File: src/rtl/fetch_pc_gen_if.sv
// Fetch PC generator bus: execute-stage redirect inputs, imem request handshake and flush/trap outputs.
// master = PC generator side, slave = surrounding pipeline / imem side.
interface fetch_pc_gen_if #(
  parameter int unsigned ADDR_WIDTH = 64
);
  logic                  redir_valid;
  logic [1:0]            redir_type;
  logic                  br_taken;
  logic [ADDR_WIDTH-1:0] bra_addr;
  logic [ADDR_WIDTH-1:0] jal_addr;
  logic [ADDR_WIDTH-1:0] jalr_addr;
  logic                  stall;
  logic                  fetch_ready;
  logic                  fetch_valid;
  logic [ADDR_WIDTH-1:0] fetch_pc;
  logic                  flush;
  logic                  misalign_exc;
  logic [ADDR_WIDTH-1:0] misalign_pc;

  modport master (
    input  redir_valid, redir_type, br_taken, bra_addr, jal_addr, jalr_addr,
    input  stall, fetch_ready,
    output fetch_valid, fetch_pc, flush, misalign_exc, misalign_pc
  );

  modport slave (
    output redir_valid, redir_type, br_taken, bra_addr, jal_addr, jalr_addr,
    output stall, fetch_ready,
    input  fetch_valid, fetch_pc, flush, misalign_exc, misalign_pc
  );
endinterface

File: src/rtl/fetch_pc_gen.sv
// Fetch-stage PC generator: owns the fetch PC, issues imem requests over valid/ready, applies redirects.
// Optional MISALIGN_TRAP_EN: misaligned redirect targets raise misalign_exc instead of redirecting.
module fetch_pc_gen #(
    parameter int unsigned           ADDR_WIDTH = 64,
    parameter logic [ADDR_WIDTH-1:0] RESET_PC   = '0,
    parameter int unsigned           INST_BYTES = 4
) (
    input logic             clk,
    input logic             rst_n,
    fetch_pc_gen_if.master  bus
);

    typedef enum logic [1:0] {BOOT, RUN, PEND} state_t;

    state_t                r_state;
    logic [ADDR_WIDTH-1:0] r_pc;
    logic [ADDR_WIDTH-1:0] r_pend_pc;
    logic                  r_valid;
    logic                  r_flush;

    logic                  w_take_raw;
    logic                  w_take;
    logic                  w_hs;
    logic                  w_next_valid;
    logic [ADDR_WIDTH-1:0] w_target;

    always_comb begin
        w_take_raw = 1'b0;
        w_target   = '0;
        if (bus.redir_valid) begin
            case (bus.redir_type)
                2'b01: begin
                    w_take_raw = bus.br_taken;
                    w_target   = bus.bra_addr;
                end
                2'b10: begin
                    w_take_raw = 1'b1;
                    w_target   = bus.jal_addr;
                end
                2'b11: begin
                    w_take_raw = 1'b1;
                    w_target   = bus.jalr_addr;
                end
                default: begin
                    w_take_raw = 1'b0;
                    w_target   = '0;
                end
            endcase
        end
    end

`ifdef MISALIGN_TRAP_EN
    logic                  w_misalign;
    logic                  r_misalign_exc;
    logic [ADDR_WIDTH-1:0] r_misalign_pc;

    assign w_misalign = w_take_raw && (w_target[1:0] != 2'b00);
    assign w_take     = w_take_raw && !w_misalign;

    always_ff @(posedge clk or negedge rst_n) begin
        if (!rst_n) begin
            r_misalign_exc <= 1'b0;
            r_misalign_pc  <= '0;
        end else begin
            r_misalign_exc <= w_misalign;
            if (w_misalign) r_misalign_pc <= w_target;
        end
    end

    assign bus.misalign_exc = r_misalign_exc;
    assign bus.misalign_pc  = r_misalign_pc;
`else
    assign w_take           = w_take_raw;
    assign bus.misalign_exc = 1'b0;
    assign bus.misalign_pc  = '0;
`endif

    assign w_hs         = r_valid && bus.fetch_ready;
    // A presented request is never retracted; stall only blocks issuing the next one.
    assign w_next_valid = !bus.stall || (r_valid && !w_hs);

    always_ff @(posedge clk or negedge rst_n) begin
        if (!rst_n) begin
            r_state   <= BOOT;
            r_pc      <= RESET_PC;
            r_pend_pc <= '0;
            r_valid   <= 1'b0;
            r_flush   <= 1'b0;
        end else begin
            r_flush <= w_take;
            case (r_state)
                BOOT: begin
                    r_valid <= 1'b1;
                    r_state <= RUN;
                    if (w_take) r_pc <= w_target;
                end
                RUN: begin
                    if (w_take && (w_hs || !r_valid)) begin
                        r_pc <= w_target;
                    end else if (w_take) begin
                        r_pend_pc <= w_target;
                        r_state   <= PEND;
                    end else if (w_hs) begin
                        r_pc <= r_pc + ADDR_WIDTH'(INST_BYTES);
                    end
                    r_valid <= w_next_valid;
                end
                PEND: begin
                    // Latest redirect wins, including one arriving in the same cycle as the handshake.
                    if (w_take) r_pend_pc <= w_target;
                    if (w_hs) begin
                        r_pc    <= w_take ? w_target : r_pend_pc;
                        r_state <= RUN;
                    end
                    r_valid <= w_next_valid;
                end
                default: begin
                    r_state <= BOOT;
                    r_valid <= 1'b0;
                end
            endcase
        end
    end

    assign bus.fetch_valid = r_valid;
    assign bus.fetch_pc    = r_pc;
    assign bus.flush       = r_flush;

endmodule

File: src/flat_wrapper.sv
// flat-port wrapper written by rule: the top's interface ports become plain ports
module fetch_pc_gen_flat 
#(
    parameter int unsigned           ADDR_WIDTH = 64,
    parameter logic [ADDR_WIDTH-1:0] RESET_PC   = '0,
    parameter int unsigned           INST_BYTES = 4
)
  (clk, rst_n, bus_redir_valid, bus_redir_type, bus_br_taken, bus_bra_addr, bus_jal_addr, bus_jalr_addr, bus_stall, bus_fetch_ready, bus_fetch_valid, bus_fetch_pc, bus_flush, bus_misalign_exc, bus_misalign_pc);
  fetch_pc_gen_if #(.ADDR_WIDTH(ADDR_WIDTH)) bus_i ();
  input logic clk;
  input logic rst_n;
  input wire logic [$bits(bus_i.redir_valid)-1:0] bus_redir_valid;
  input wire logic [$bits(bus_i.redir_type)-1:0] bus_redir_type;
  input wire logic [$bits(bus_i.br_taken)-1:0] bus_br_taken;
  input wire logic [$bits(bus_i.bra_addr)-1:0] bus_bra_addr;
  input wire logic [$bits(bus_i.jal_addr)-1:0] bus_jal_addr;
  input wire logic [$bits(bus_i.jalr_addr)-1:0] bus_jalr_addr;
  input wire logic [$bits(bus_i.stall)-1:0] bus_stall;
  input wire logic [$bits(bus_i.fetch_ready)-1:0] bus_fetch_ready;
  output wire logic [$bits(bus_i.fetch_valid)-1:0] bus_fetch_valid;
  output wire logic [$bits(bus_i.fetch_pc)-1:0] bus_fetch_pc;
  output wire logic [$bits(bus_i.flush)-1:0] bus_flush;
  output wire logic [$bits(bus_i.misalign_exc)-1:0] bus_misalign_exc;
  output wire logic [$bits(bus_i.misalign_pc)-1:0] bus_misalign_pc;
  assign bus_i.redir_valid = bus_redir_valid;
  assign bus_i.redir_type = bus_redir_type;
  assign bus_i.br_taken = bus_br_taken;
  assign bus_i.bra_addr = bus_bra_addr;
  assign bus_i.jal_addr = bus_jal_addr;
  assign bus_i.jalr_addr = bus_jalr_addr;
  assign bus_i.stall = bus_stall;
  assign bus_i.fetch_ready = bus_fetch_ready;
  assign bus_fetch_valid = bus_i.fetch_valid;
  assign bus_fetch_pc = bus_i.fetch_pc;
  assign bus_flush = bus_i.flush;
  assign bus_misalign_exc = bus_i.misalign_exc;
  assign bus_misalign_pc = bus_i.misalign_pc;
  fetch_pc_gen #(.ADDR_WIDTH(ADDR_WIDTH), .RESET_PC(RESET_PC), .INST_BYTES(INST_BYTES)) u_core (.clk(clk), .rst_n(rst_n), .bus(bus_i));
endmodule
File: config.mk
export PLATFORM = sky130hd
export DESIGN_NAME = fetch_pc_gen_flat
export DESIGN_NICKNAME = d
export VERILOG_FILES = /design/src/rtl/fetch_pc_gen_if.sv /design/src/rtl/fetch_pc_gen.sv /design/src/flat_wrapper.sv
export SDC_FILE = /design/constraint.sdc
export NUM_CORES = 1
export LEC_CHECK = 0
export ABC_CLOCK_PERIOD_IN_PS = 2950
export BUFFER_PORTS_ARGS = -buffer_cell sky130_fd_sc_hd__buf_4
export CAP_MARGIN = 20
export CELL_PAD_IN_SITES_DETAIL_PLACEMENT = 1
export CELL_PAD_IN_SITES_GLOBAL_PLACEMENT = 1
export CORE_ASPECT_RATIO = 0.6
export CORE_MARGIN = 1
export CORE_UTILIZATION = 37
export CTS_CLUSTER_DIAMETER = 50
export DETAILED_ROUTE_END_ITERATION = 10
export HOLD_SLACK_MARGIN = 0.1
export PLACE_DENSITY = 0.84
export SKIP_CTS_REPAIR_TIMING = 1
export SLEW_MARGIN = 20
export SYNTH_ARGS = -nofsm -noshare
export SYNTH_HDL_FRONTEND = slang
export SYNTH_SLANG_ARGS = --single-unit
File: constraint.sdc
create_clock -name clk -period 2.95 [get_ports clk]
set_input_delay 0.1475 -clock clk [delete_from_list [all_inputs] [get_ports clk]]
set_output_delay 0.1475 -clock clk [all_outputs]
set_load 0.01 [all_outputs]
==> impl_summary.log <==
INFO  metric fp-row-count = 45
INFO  metric postSynth.asyncResetShare = 100%
INFO  metric maxClockFrequency = 0.353 GHz
INFO  metric synth-adder-area-share = 0.637%
INFO  metric timing.reg2reg.worst_path_depth = 6
INFO  metric via_count = 10,700
INFO  metric gp_congestion = 0.896
INFO  metric wire_length_of_the_first_global_routing_pass = 61,300 um
INFO  metric synth_compound_gate_area_share = 26.5%
INFO  metric stdcell_count = 1,838
INFO  metric finalHoldViolations = 0
INFO  metric timing_worst_slew_pin_value = 0.871 ns
INFO  metric root_buffer = sky130_fd_sc_hd__clkbuf_16
INFO  metric synthXorXnorAreaFrac = 0%
INFO  metric cp_num_cells = 6
INFO  metric report.final.slew_viol_count = 0
INFO  metric cts_made_buffers = 17
INFO  metric first_global_vias = 10,800
INFO  metric die-width = 212 um
INFO  metric post_drt_via_cell_ratio = 5.84
INFO  metric cts_max_path_buffers = 2
INFO  metric drt_first_pass_iters = 5
INFO  metric synth.lib_cells_used.distinct = 64
INFO  metric drt.antenna.violating_nets = 0
INFO  metric detail_route.iter0.violations = 816
INFO  metric numPortBuffers = 265
INFO  metric pin_count = 331
INFO  metric post_synth_mux_area_share = 9.08%
INFO  metric whs_path_depth = 4
INFO  metric synthesis_warning_total = 0
INFO  metric tritoncts_clock_tree = done
INFO  metric worst_slew_margin_rel = 41.4%
INFO  metric timing.critical_path.required = 3.29 ns
INFO  metric grt_usage = 29.5%
INFO  metric post_route_cells_drive_above_1_share = 28.0%
INFO  metric routedWlPerCell = 22.0 um
INFO  metric dieArea = 27,200 um2
INFO  metric route.final.wire_length = 40,400 um
INFO  metric finalSetupTns = 0 ns
INFO  metric placed_cells = 1,793
INFO  metric cp_num_buf_inv = 0
INFO  metric floorplan.initialDensity = 38.3%
INFO  metric areaGrowthSynthToFinish = 30.9%
INFO  metric syn-mean-instance-area = 8.04 um2
INFO  metric drv.max_cap_violation_count = 0
INFO  metric peakVddDrop = 0.572 mV
INFO  metric globalRoute.totalOverflow = 0
INFO  metric ys_seq_area_share = 33.6%
INFO  metric cp_data_arrival_time = 3.17 ns
INFO  metric number_of_synthesized_register_bits = 132
INFO  metric start_kind = flip-flop
INFO  metric final_period_minus_worst_setup_slack = 2.83 ns
INFO  metric setup_repair_after_global_routing_missed_its_margin = false
INFO  metric crit_chain = nand4_2, or4_1, nor4_4, and3_1, a21oi_1, o32ai_1
INFO  metric post-route-util = 50.1%
INFO  metric clkTransAtPathRegs = 0.07 ns
INFO  metric dp_hpwl = 30,300 um
INFO  metric post_synth_and_or_nand_nor_area_fraction = 20.8%
INFO  metric critPathMaxStageDelay = 0.69 ns
INFO  metric synth_top_family_by_area = compound AO/OA/AOI/OAI gates
INFO  metric final_min_period_over_clock_period = 96.1%
INFO  metric grt_antenna_before_repair = 2
INFO  metric finalClockSkew = 0.0140 ns
INFO  metric fin_ws = 0.115 ns
INFO  metric clock_sinks = 132
INFO  metric cellPowerDensity = 858 nW/um2
INFO  metric number_of_enable_flip_flop_cells_after_synthesis = 0
INFO  metric insertion_delay = 0.46 ns
INFO  metric die_y = 128 um
INFO  metric run_status = finished, final reports clean
INFO  metric clock_tree.htree_level_count = 4
INFO  metric path_delay_family = simple AND/OR/NAND/NOR gates
INFO  metric ys_dominant_reg_cell = sky130_fd_sc_hd__dfrtp_1
INFO  metric total_number_of_nets_in_the_final_design = 1,675
INFO  metric report.final.setup_viol = 0
INFO  metric nFillCells = 3,154
INFO  metric remaining_drc_errors = 0
INFO  metric synth_cells = 1,221
INFO  metric mappedNetlistArea = 9820 um2
INFO  metric critical_path_peak_fanout = 9
INFO  metric p_leak = 5.64 nW
INFO  metric placement.setup.worst_slack = 0.226 ns
INFO  metric design.core.area = 25,700 um2
INFO  metric setup.worst_path.end_class = flip-flop
INFO  metric crit_slowest_cell = sky130_fd_sc_hd__nor4_4
INFO  metric critPathKind = reg -> reg
INFO  metric grt_max_degree = 81
INFO  metric hold_path_class = in -> reg
INFO  metric r2r_setup_slack = 0.12 ns
==> synthesized netlist by cell type (all sizes together), types with 19 or more instances <==
| master | n | share of area [%] |
|---|---|---|
| a22o | 19 | 1.7 |
| o21ai | 111 | 5.7 |
| clkbuf | 65 | 2.5 |
| nor3 | 35 | 1.8 |
| a21oi | 96 | 4.9 |
| and2 | 28 | 1.8 |
| mux2 | 49 | 5.6 |
| dfrtp | 132 | 34 |
| nor2 | 151 | 5.8 |
| inv | 20 | 0.76 |
| mux2i | 34 | 3.5 |
| nand3 | 22 | 1.2 |
| o32ai | 23 | 2.1 |
| nand2 | 95 | 3.7 |
| buf | 90 | 6.1 |
| nand4 | 28 | 1.8 |
| nor4 | 20 | 1.6 |
| a22oi | 41 | 3.1 |
==> logic make-up after synthesis <==
| group | Yosys count |
|---|---|
| buffers and inverters | 176 |
| flip-flops | 132 |
| AND/OR/NAND/NOR | 419 |
| AO/OA/AOI/OAI | 405 |
| adder cells (fa/ha/maj) | 5 |
| multiplexers | 83 |
| other | 1 |
==> cell usage in the layout (no fill, tap or decap), types with 5 or more instances in the layout <==
master                            n
sky130_fd_sc_hd__buf_4          303
sky130_fd_sc_hd__nor2_1         150
sky130_fd_sc_hd__dfrtp_1        132
sky130_fd_sc_hd__o21ai_0        108
sky130_fd_sc_hd__a21oi_1         96
sky130_fd_sc_hd__nand2_1         93
sky130_fd_sc_hd__conb_1          65
sky130_fd_sc_hd__mux2_2          49
sky130_fd_sc_hd__a22oi_1         41
sky130_fd_sc_hd__nor3_1          35
sky130_fd_sc_hd__mux2i_1         34
sky130_fd_sc_hd__nand4_1         27
sky130_fd_sc_hd__and2_1          26
sky130_fd_sc_hd__o32ai_1         23
sky130_fd_sc_hd__nand3_1         21
sky130_fd_sc_hd__inv_1           20
sky130_fd_sc_hd__a22o_1          19
sky130_fd_sc_hd__nor4_1          18
sky130_fd_sc_hd__a211oi_1        18
sky130_fd_sc_hd__clkbuf_16       17
sky130_fd_sc_hd__o22ai_1         16
sky130_fd_sc_hd__o2bb2ai_1       15
sky130_fd_sc_hd__a31oi_1         11
sky130_fd_sc_hd__dlygate4sd3_1    9
sky130_fd_sc_hd__buf_12           9
sky130_fd_sc_hd__o211ai_1         8
sky130_fd_sc_hd__a21o_1           7
sky130_fd_sc_hd__o221ai_1         6
sky130_fd_sc_hd__o21a_1           6
sky130_fd_sc_hd__and4_1           6
sky130_fd_sc_hd__o31a_1           6
sky130_fd_sc_hd__o31ai_1          5
sky130_fd_sc_hd__and3_1           5
sky130_fd_sc_hd__ha_1             5
sky130_fd_sc_hd__inv_6            5
==> worst min-delay path, delay by kind of cell <==
kind,cells,cell delay [ns]
AO/OA/AOI/OAI,1,0.06
buffers and inverters,1,0.11
AND/OR/NAND/NOR,2,0.14
==> sequential cells by signal, summed over array words and instances, names as in the netlist <==
register	cells
u_core.bus.fetch_valid	1
u_core.bus.flush	1
u_core.r_state	2
u_core.r_pend_pc	64
u_core.bus.fetch_pc	64
==> power breakdown <==
part           internal, mW  leakage [nW]  switching (mW)
clock                  1.33         0.287           0.958
sequential             2.66          1.67            1.05
combinational          2.15          3.69            2.88
==> metrics by stage <==
stage          hold slack, ns  power [mW]  area [um2]
6_report               0.0557        11.0       12900
5_1_grt                 0.101        11.7       12800
4_1_cts                -0.333        11.0       12700
3_5_place_dp            0.140        8.66       12100
3_3_place_gp            0.134        8.39       12100
2_1_floorplan          -0.148        6.27       10100
==> cell type report <==
class	count	area [um2]	area share [%]
multi-input cells	977	5870	45.7
flip-flops and latches	132	3300	25.7
repair buffers	321	2540	19.8
clock buffers	20	467	3.63
well taps	352	440	3.43
clock inverters	12	143	1.11
inverters	21	78.8	0.613
diodes	3	7.51	0.0584
==> final timing paths <==
path	startpoint	to
worst max-delay path	u_core.bus.fetch_pc[8]$_DFFE_PN0P_	u_core.bus.fetch_pc[61]$_DFFE_PN0P_
worst min-delay path	bus_stall	u_core.bus.fetch_valid$_DFF_PN0_
worst max register to register	u_core.bus.fetch_pc[8]$_DFFE_PN0P_	u_core.bus.fetch_pc[61]$_DFFE_PN0P_
worst min register to register	u_core.r_pend_pc[40]$_DFFE_PN0P_	u_core.r_pend_pc[40]$_DFFE_PN0P_
max in group asynchronous	rst_n	u_core.r_pend_pc[37]$_DFFE_PN0P_
min in group asynchronous	rst_n	u_core.r_pend_pc[21]$_DFFE_PN0P_
==> per-layer routing <==
layer	up-vias	track usage [%]	wire length, um
met5	-	0	0
met4	0	8.68	796
met3	51	7.45	3090
met2	416	46.9	18300
met1	5365	39.4	18100
li1	4900	-	-
No activity file was read; power rests on OpenSTA's default activity.
